File: src/rtl/tia_pkg.sv
// Shared constants and helpers for the TIA object position counter.
package tia_pkg;

    localparam int LINE_PIXELS = 160;  // visible color clocks per line
    localparam int HMOVE_STEP  = 4;    // color clocks between HMOVE extra clocks
    localparam int HMOVE_BIAS  = 8;    // added to the signed motion value
    localparam int COPY_NEAR   = 16;
    localparam int COPY_MED    = 32;
    localparam int COPY_WIDE   = 64;

    localparam int POS_W = 8;
    localparam int DIV_W = $clog2(HMOVE_STEP);

    typedef logic [POS_W-1:0] pos_t;
    typedef logic [3:0]       hcount_t;

    // Pending extra-clock count for a signed motion value: -8..+7 maps to 0..15.
    function automatic hcount_t hmove_count(input logic [3:0] m);
        logic [4:0] sum;
        sum = {m[3], m} + 5'(HMOVE_BIAS);
        return sum[3:0];
    endfunction

    // True when p is one of the copy start positions selected by nusiz.
    function automatic logic is_copy_pos(input logic [2:0] nusiz, input pos_t p);
        logic hit;
        hit = 1'b0;
        case (nusiz)
            3'd1:    hit = (p == pos_t'(COPY_NEAR));
            3'd2:    hit = (p == pos_t'(COPY_MED));
            3'd3:    hit = (p == pos_t'(COPY_NEAR)) || (p == pos_t'(COPY_MED));
            3'd4:    hit = (p == pos_t'(COPY_WIDE));
            3'd6:    hit = (p == pos_t'(COPY_MED)) || (p == pos_t'(COPY_WIDE));
            default: hit = 1'b0;
        endcase
        return hit;
    endfunction

endpackage

File: src/rtl/tia_hmove_extra_clock.sv
// HMOVE extra-clock generator: pending count E, 4-cycle phase divider, busy.
module tia_hmove_extra_clock
    import tia_pkg::*;
(
    input  logic       clk,
    input  logic       r_i,
    input  logic       hmove_i,
    input  logic [3:0] m_i,
    output logic       extra_o,
    output logic       busy_o
);

    hcount_t          e_q, e_d;
    logic [DIV_W-1:0] div_q, div_d;

    assign busy_o  = (e_q != '0);
    // The extra clock fires on the last phase of each step, so the advance
    // lands on the 4th, 8th, ... edge after the hmove edge.
    assign extra_o = busy_o && (div_q == DIV_W'(HMOVE_STEP - 1));

    // Next-state: hmove reloads and restarts the phase; otherwise count down.
    always_comb begin
        // NOTE: every always_comb output gets a default first so no path leaves
        // it unassigned, which would otherwise infer a latch.
        e_d   = e_q;
        div_d = div_q;
        if (hmove_i) begin
            e_d   = hmove_count(m_i);
            div_d = '0;
        end else if (busy_o) begin
            div_d = extra_o ? '0 : DIV_W'(div_q + 1'b1);
            if (extra_o) begin
                e_d = e_q - 1'b1;
            end
        end
    end

    // State registers with synchronous reset.
    always_ff @(posedge clk) begin
        // NOTE: sequential state uses non-blocking assignments so every register
        // samples the pre-edge values regardless of statement order.
        if (r_i) begin
            e_q   <= '0;
            div_q <= '0;
        end else begin
            e_q   <= e_d;
            div_q <= div_d;
        end
    end

endmodule

File: src/rtl/tia_object_position_counter.sv
// TIA object horizontal position counter with HMOVE extra clocks.
// Optional macro TIA_OBJECT_COPIES_EN adds start pulses at nusiz copy positions.
module tia_object_position_counter
    import tia_pkg::*;
(
    input  logic       clk,
    input  logic       r,
    input  logic       motck,
    input  logic       resp,
    input  logic       hmove,
    input  logic       hm_wr,
    input  logic [3:0] hm_d,
    input  logic       hmclr,
    input  logic [2:0] nusiz,
    output logic       start,
    output logic [7:0] pos,
    output logic       busy
);

    logic [3:0] m_q, m_d;
    pos_t       pos_q, pos_d;
    logic       start_q, start_d;
    logic       extra;
    logic       advance;
    pos_t       pos_inc;
    logic       copy_hit;

    tia_hmove_extra_clock u_hmove (
        .clk     (clk),
        .r_i     (r),
        .hmove_i (hmove),
        .m_i     (m_q),
        .extra_o (extra),
        .busy_o  (busy)
    );

    // motck and an extra clock in the same cycle still give a single step.
    assign advance = motck | extra;
    assign pos_inc = (pos_q == pos_t'(LINE_PIXELS - 1)) ? '0 : pos_t'(pos_q + 1'b1);

`ifdef TIA_OBJECT_COPIES_EN
    assign copy_hit = is_copy_pos(nusiz, pos_inc);
`else
    logic unused_nusiz;
    assign unused_nusiz = ^nusiz;
    assign copy_hit     = 1'b0;
`endif

    // Motion register: clear beats write.
    always_comb begin
        m_d = m_q;
        if (hmclr) begin
            m_d = '0;
        end else if (hm_wr) begin
            m_d = hm_d;
        end
    end

    // Position: resp beats advance; start marks a wrap (or copy) landing.
    always_comb begin
        pos_d   = pos_q;
        start_d = 1'b0;
        if (resp) begin
            pos_d = '0;
        end else if (advance) begin
            pos_d   = pos_inc;
            start_d = (pos_inc == '0) || copy_hit;
        end
    end

    // State registers with synchronous reset.
    always_ff @(posedge clk) begin
        if (r) begin
            m_q     <= '0;
            pos_q   <= '0;
            start_q <= 1'b0;
        end else begin
            m_q     <= m_d;
            pos_q   <= pos_d;
            start_q <= start_d;
        end
    end

    assign pos   = pos_q;
    assign start = start_q;

endmodule

File: config.mk
export PLATFORM = sky130hd
export DESIGN_NAME = tia_object_position_counter
export DESIGN_NICKNAME = d
export VERILOG_FILES = /design/src/rtl/tia_pkg.sv /design/src/rtl/tia_hmove_extra_clock.sv /design/src/rtl/tia_object_position_counter.sv
export SDC_FILE = /design/constraint.sdc
export NUM_CORES = 1
export LEC_CHECK = 0
export CAP_MARGIN = 20
export CORE_ASPECT_RATIO = 1.25
export CORE_MARGIN = 1
export CORE_UTILIZATION = 52
export CTS_CLUSTER_DIAMETER = 120
export CTS_CLUSTER_SIZE = 24
export DETAILED_ROUTE_END_ITERATION = 7
export GPL_TIMING_DRIVEN = 0
export PLACE_DENSITY = 0.94
export SLEW_MARGIN = 15
export SYNTH_ARGS = -nofsm -noshare
export SYNTH_HDL_FRONTEND = slang
export SYNTH_HIERARCHICAL = 1
export SYNTH_SLANG_ARGS = --single-unit
File: constraint.sdc
create_clock -name clk -period 5.49 [get_ports clk]
set_input_delay 0.549 -clock clk [delete_from_list [all_inputs] [get_ports clk]]
set_output_delay 0.549 -clock clk [all_outputs]
set_load 0.02 [all_outputs]
Word-level counts from Yosys, hierarchy flattened

Index checks and enable logic that the tools add are counted.

Register bits after elaboration: 19
Bits in latches: 0
Memory bits (writable): 0
Memory bits (read-only): 0
Input bits: 14
Output and inout port bits: 10
Logic and storage cells: 28
Memories: 0

$add $sub $neg: 4
Multipliers: 0
Div/mod/pow operators: 0
Order comparisons: 0
Equal/unequal tests: 2
Shift operators: 0
Multiplexer cells: 5
Bitwise logic cells: 2
Reduce and logical (&&, ||, !) cells: 10

Operators with widths:

| operator            | number |
|---|---|
| $mux 4              | 3 |
| $add 8x1->8 const B | 1 |
| $eq 8x8->1 const B  | 1 |
| $logic_not 8->1     | 1 |
| $mux 8              | 1 |
| $reduce_or 2->1     | 3 |
| $add 4x4->4 const B | 1 |
| $reduce_bool 2->1   | 2 |
| $reduce_bool 4->1   | 1 |
| $sub 4x1->4 const B | 1 |
| $reduce_or 3->1     | 1 |
| $add 2x1->2 const B | 1 |
| $eq 2x2->1 const B  | 1 |
| $mux 2              | 1 |
| $reduce_and 2->1    | 1 |
| $logic_and 1x1->1   | 1 |
| $not 1->1           | 1 |
| $or 1x1->1          | 1 |

Logic depth before layout (Yosys ltp)

Gate-level depths: netlist of the first run.

Word-level depth: 5
Mapped depth: 9
Depth with buffers taken out: 8

Modules after synthesis

The synthesis of the first run kept the hierarchy.

By module, submodules not included:

| module                      | times used | cells each | area an instance (um2) | seq. area each (um2) |
|---|---|---|---|---|
| tia_object_position_counter | 1          | 78         | 705.7                  | 260.2 |
| tia_hmove_extra_clock       | 1          | 41         | 359.1                  | 120.1 |

Least setup slack after synthesis of the first run

Ideal clock, no wire load.

Path kind: reg2reg
Start point: register u_hmove.e_q[0]
End point: register start_q (netlist: start)
Library setup time: 60 ps
Arrival: 1806 ps
Data required time: 5430 ps
Path slack: 3624 ps
Cell stages (with the launch flop): 10
Buffers on the path: 1
Clock period less this slack: 1866 ps
Cells stage by stage: dfxtp_1 > inv_1 > ha_1 > nor3b_2 > nor2_1 > or2_1 > clkbuf_1 > nand3_1 > a2111oi_4 > o2111a_1

Word-level cells in the longest chain between the ends: 5

RTL lines:

| element                          | RTL line                          | RTL |
|---|---|---|
| start: declaration               | tia_hmove_extra_clock.sv:13       | `hcount_t e_q, e_d;` |
| start signal: assignment         | tia_hmove_extra_clock.sv:43       | `e_q <= '0;` |
| start signal: assignment         | tia_hmove_extra_clock.sv:46       | `e_q <= e_d;` |
| $reduce_bool 4->1                | tia_hmove_extra_clock.sv:16       | `assign busy_o = (e_q != '0);` |
| $logic_and 1x1->1                | tia_hmove_extra_clock.sv:19       | `assign extra_o = busy_o && (div_q == DIV_W'(HMOVE_STEP - 1));` |
| via extra                        | tia_object_position_counter.sv:23 | `logic extra;` |
| $or 1x1->1                       | tia_object_position_counter.sv:38 | `assign advance = motck \| extra;` |
| $not 1->1 (no source line)       | --                                |  |
| $reduce_or 3->1 (no source line) | --                                |  |
| end signal: assignment           | tia_object_position_counter.sv:80 | `start_q <= start_d;` |
| end: declaration                 | tia_object_position_counter.sv:22 | `logic start_q, start_d;` |

The timed path passes the listed nets, and every way through them passes these cells.
A chain may end at the register's enable or synchronous reset.

Worst setup path after layout of the first run

Start point: register u_hmove.e_q[0]
End point: output busy

Word-level cells in the longest chain between the ends: 1

RTL lines:

| element           | RTL line                          | RTL |
|---|---|---|
| $reduce_bool 4->1 | tia_hmove_extra_clock.sv:16       |  |
| end: declaration  | tia_object_position_counter.sv:17 | `output logic busy` |

Every way passes these cells.

==> flow_summary.yaml, run 1 <==
setup_path:
  cp_slowest_cell: "clkdlybuf4s50_1"
  critical_path_required_ps: 4940
  path_max_fanout: 6
  cp-end-kind: "output port"
  crit_path_cell_trace: "inv_1, ha_1, nor3b_2, inv_1, clkdlybuf4s50_1"
  path_common_cell: "inv_1"
  cpLargestDelayFamily: "buffers and inverters"
  critPathLaunchType: "register"
  worstSetupPathType: "reg2out"
  crit_buf_inv: 3
  max_stage_delay_ps: 570
  cp_data_arrival_time_ps: 2000
timing:
  worst_hold_slack_ps: 474
  rsz0062_at_grt: "false"
  final_hold_viol_count: 0
  period_needed_ps: 2550
  slew_headroom_pct: 67.0
  max_freq_ghz: 0.392
  finalSetupTns_ps: 0
  tightest_slew_ps: 493
  skew_ps: 5.39
  final-max-slew-violation-count: 0
  setup_viol: 0
  fin_crit_sh_pct: 46.5
layout:
  nNetsFinal: 161
  area_delta_synth_final_pct: 21.6
  drive_gt1_share_pct: 8.51
  n_antenna_cell: 0
clock_tree:
  numCtsBuffers: 3
  htree_levels: 1
  cts.repair.resized: 0
  root_buffer: "clkbuf_4"
  cts_tree: "done"
  clk_latency_ps: 290
  cts_buffer_depth: 2
  cts_hold_buf: 0
  postCtsSetupBuffers: 0
  clk_pin_slew_ps: 110
  clock-sinks: 19
floorplanning:
  core.rowCount: 17
  die_y_um: 52.6
  design.core.area_um2: 1850
  dieArea_um2: 2230
  die_w_um: 42.5
  initial_core_util_pct: 57.5
  ios: 24
synthesis:
  synth_top_cell_by_area: "dfxtp_1"
  synthAdderAreaFrac_pct: 5.88
  yosys_register_bits: 19
  synth.area.top_cells: "dfxtp_1, mux2i_1, ha_1, nand2_1, nand3_1"
  synth_edf_count: 0
  yosysMostFrequentCell: "dfxtp_1"
  netlist_instances: 119
  syn-cell-area_um2: 1060
  synth_simple_gate_area_share_pct: 25.1
  synth_common_cells: "dfxtp_1, nand2_1, mux2i_1"
  avgSynthCellArea_um2: 8.95
  synth_mux_area_share_pct: 9.40
  yosysSeqAreaShare_pct: 35.7
  async_flop_share_pct: 0
  synth_nets: 138
  synth_compound_area_share_pct: 13.6
  yosys.area_share.xor_xnor_pct: 4.94
  yosys_warnings: 6
  synth.distinct_cells: 32
  ys.flop_type: "dfxtp_1"
  synth_top_area_share_pct: 35.7
  synth_top_family_by_area: "simple AND/OR/NAND/NOR gates"
grt:
  grt_antenna_before_repair: 0
  grt_pass1_vias: 952
  grt_pass1_wl_mm: 3.85
  grt_overflow: 0
  track_usage_pct: 22.9
  grt_max_degree: 15
power:
  totalPowerFinal_w: 0.000248
  vdd_drop_max_uv: 138
  pwr_density_cell_nw_per_um2: 192
  power_leakage_nw: 0.546
drt:
  drc_errors: 0
  antenna_left: 0
  wl_per_cell_um: 14.6
  drt_iter0_drc: 30
  vias: 960
  dr.pass1.iters: 4
  drt-total-wl_mm: 2.33
  viasPerCell: 6.00
outcome:
  status: "finished clean"
place:
  portBuffers: 18
  routabilityCongestion: 0.856
  hpwl_mm: 1.74
worst_hold_path:
  hold_path.class: "in2reg"
run:
  maxCapViolCount: 0
[layout by cell type, fill, tap and decap left out]
master,synthesis,final
dfxtp_1,19,19
clkdlybuf4s50_1,0,18
nand2_1,13,13
mux2i_1,10,10
nor2_1,9,9
nand3_1,9,9
inv_1,7,7
a21oi_1,7,7
nor3_1,6,6
ha_1,5,5
clkbuf_1,3,4
xnor2_1,4,4
or3_1,4,4
clkbuf_4,0,3
xor2_1,2,2
a211oi_1,2,2
o21ai_0,2,2
or2_1,1,1
buf_2,1,1
and4_4,1,1
nand4b_4,1,1
or2_2,1,1
and4_2,1,1
nand4_1,1,1
a31oi_1,1,1
a2111oi_4,1,1
o2111a_1,1,1
nor3b_2,1,1
clkbuf_8,1,1
a221oi_2,1,1
o221ai_1,1,1
a311oi_1,1,1
nor4b_1,1,1
a21o_1,1,1
[where the power goes]
part	internal [W]	switching, W	total, W
clock	0.0000283	0.0000418	0.0000701
sequential	0.000141	0.00000307	0.000145
combinational	0.0000162	0.0000172	0.0000334
[kinds of logic after synthesis]
kind of cell             count (synthesis)
AND/OR/NAND/NOR                         49
flip-flops                              19
AO/OA/AOI/OAI                           18
buffers and inverters                   12
multiplexers                            10
XOR/XNOR                                 6
adder cells (fa/ha/maj)                  5
[path summary, 6_finish.rpt]
path / slack [ps] / endpoint / cells after the start / start
min reg2reg: 490 / u_hmove/div_q[0]$_SDFFE_PP0P_ / 2 / u_hmove/div_q[0]$_SDFFE_PP0P_
max reg2reg: 3250 / start$_SDFF_PP0_ / 9 / u_hmove/e_q[0]$_SDFFE_PP0P_
min: 470 / u_hmove/div_q[0]$_SDFFE_PP0P_ / 2 / hmove
max: 2940 / busy / 5 / u_hmove/e_q[0]$_SDFFE_PP0P_
[stage by stage]
step	setup slack, ps	cell area, µm²	utilization [%]	std cells
2_1_floorplan	3620	1060	-	119
3_3_place_gp	3310	1270	68.6	156
3_5_place_dp	3290	1270	68.6	156
5_1_grt	2800	1290	70.0	160
4_1_cts	2950	1290	70.0	160
6_report	2940	1290	70.0	160
[sequential cells by signal, indices dropped and copies added (netlist names)]
register / flops
pos: 8
start: 1
u_hmove/div_q: 2
u_hmove/e_q: 4
m_q: 4
[per-layer routing]
metal	vias to the layer above	GRT usage (%)	routed length, µm
li1	466	-	-
met1	450	21.7	905
met2	36	45.1	1240
met3	8	4.14	135
met4	0	13.5	54
met5	-	0	0
[area by class of cell]
type,instances,area (µm²)
repair buffers,18,180
clock buffers,4,26.3
flip-flops and latches,19,380
fillers,145,556
plain buffers,5,30.0
well taps,19,23.8
inverters,7,26.3
multi-input cells,88,628
Note: power is estimated with default switching activity, not from simulation.
==> inputs of run 2 (changes only) <==
Settings changed: CORE_UTILIZATION 52 to 44, PLACE_DENSITY 0.94 to 0.86.
Clock period 5.49 ns to 2.3 ns, I/O delays scaled along.
==> run 2 against run 1 <==
Compared with the run above: power grew 140%; clock skew shrank 4.4 ps; clock power grew 130%; first-iteration DRC count shrank 60%; final cell count grew 6.9%; non-clock buffer count shrank 1; wire length shrank 8.0%; utilization shrank 11 points; count of clock-buffer cells in the layout shrank 1; sequential power grew 140%; design area grew 1.4%; sequential share of layout area shrank 0.42 points; critical path type unchanged; largest cell class unchanged; highest routed layer unchanged.
==> flow_summary.yaml, run 2 (synthesis gave the netlist of run 1 again) <==
clock_tree:
  cts.repair.resized: 0
  cts_tree: "done"
  cts_hold_buf: 0
  clk_latency_ps: 290
  root_buffer: "clkbuf_4"
  cts_buffer_depth: 2
  postCtsSetupBuffers: 0
  clk_pin_slew_ps: 100
  htree_levels: 1
  clock-sinks: 19
  numCtsBuffers: 3
layout:
  regArea_um2: 380
  n_antenna_cell: 0
  layout_common_cells: "dfxtp_1, clkdlybuf4s50_1, nand2_1"
  largest_reg_flops: 8
  final_area_um2: 1310
  nNetsFinal: 160
  final_common_cell: "dfxtp_1"
  drive_gt1_share_pct: 9.29
  area_delta_synth_final_pct: 23.4
  multi_input_area_um2: 634
  fillers: 220
setup_path:
  cp-end-kind: "output port"
  critical_path_required_ps: 2070
  cp_data_arrival_time_ps: 1890
  worstSetupPathType: "reg2out"
  critPathLaunchType: "register"
  path_max_fanout: 6
place:
  dpl_cell_area_um2: 1280
  routabilityCongestion: 0.881
  hpwl_mm: 1.69
  portBuffers: 18
timing:
  final-max-slew-violation-count: 0
  max_freq_ghz: 0.471
  fin_crit_sh_pct: 92.4
  tightest_slew_ps: 467
  skew_ps: 0.991
  period_needed_ps: 2120
  rsz0062_at_grt: "false"
  finalSetupTns_ps: 0
  setup_viol: 0
  final_hold_viol_count: 0
  slew_headroom_pct: 68.8
grt:
  grt_pass1_vias: 883
  grt_max_degree: 15
  grt_pass1_wl_mm: 3.48
  grt_antenna_before_repair: 0
  grt_overflow: 0
  track_usage_pct: 17.8
drt:
  dr.pass1.iters: 4
  drc_errors: 0
  drt-total-wl_mm: 2.15
  antenna_left: 0
  wl_per_cell_um: 12.6
  vias: 927
  viasPerCell: 5.42
  drt_iter0_drc: 12
power:
  power_leakage_nw: 0.550
  pwr_density_cell_nw_per_um2: 449
  vdd_drop_max_uv: 351
worst_hold_path:
  hold_path.class: "in2reg"
floorplanning:
  core.rowCount: 19
  ios: 24
  die_w_um: 46
  dieArea_um2: 2620
  initial_core_util_pct: 47.6
  design.core.area_um2: 2230
  die_y_um: 57
run:
  maxCapViolCount: 0
outcome:
  status: "finished clean"
==> run 2: changes by cell type in the layout (fill, tap and decap cells not counted), sizes merged <==
cell    change
clkinv      +1
clkbuf      -2
==> run 2: worst paths after layout <==
kind / start / end / slack [ps] / cells past startpoint
worst max register to register: u_hmove/e_q[0]$_SDFFE_PP0P_ / start$_SDFF_PP0_ / 250 / 8
worst min register to register: m_q[2]$_SDFFE_PP0P_ / u_hmove/e_q[2]$_SDFFE_PP0P_ / 480 / 2
worst max-delay path: u_hmove/e_q[0]$_SDFFE_PP0P_ / busy / 180 / 5
worst min-delay path: hmove / u_hmove/div_q[0]$_SDFFE_PP0P_ / 170 / 2
==> run 2: power breakdown <==
group / switching, W / internal, W
Sequential: 0.00000829 / 0.000338
Clock: 0.0000988 / 0.0000646
Combinational: 0.0000402 / 0.0000398
==> run 2: final cells by class <==
cell class	instances	area share, %
inverter	7	2.00
multi-input combinational	88	48.3
clock inverter	1	0.381
buffer	4	2.00
clock buffer	3	1.71
sequential	19	29.0
tap	31	2.95
timing repair buffer	18	13.7
==> run 2: critical path, stage by stage (launching register included) <==
cell,delay (ps)
dfxtp_1,340
inv_1,100
ha_1,180
nor3b_4,280
inv_1,150
clkdlybuf4s50_1,560
==> run 2: metrics by stage <==
stage               power (W)  worst slack [ps]  util, %  hold WS (ps)  cells
finish               0.000589               175     58.8           169    171
global route         0.000626              52.4     58.8           141    171
CTS                  0.000597              93.2     58.7           153    172
detailed placement   0.000431               135     57.4           460    168
global placement     0.000427               160     57.4           461    168
floorplan            0.000396               434        -           296    119
==> run 2: layer usage <==
metal | track usage, % | wire, µm
met1 | 19.4 | 894
met2 | 32.8 | 1150
met3 | 1.90 | 93
met4 | 7.56 | 14
met5 | 0 | 0
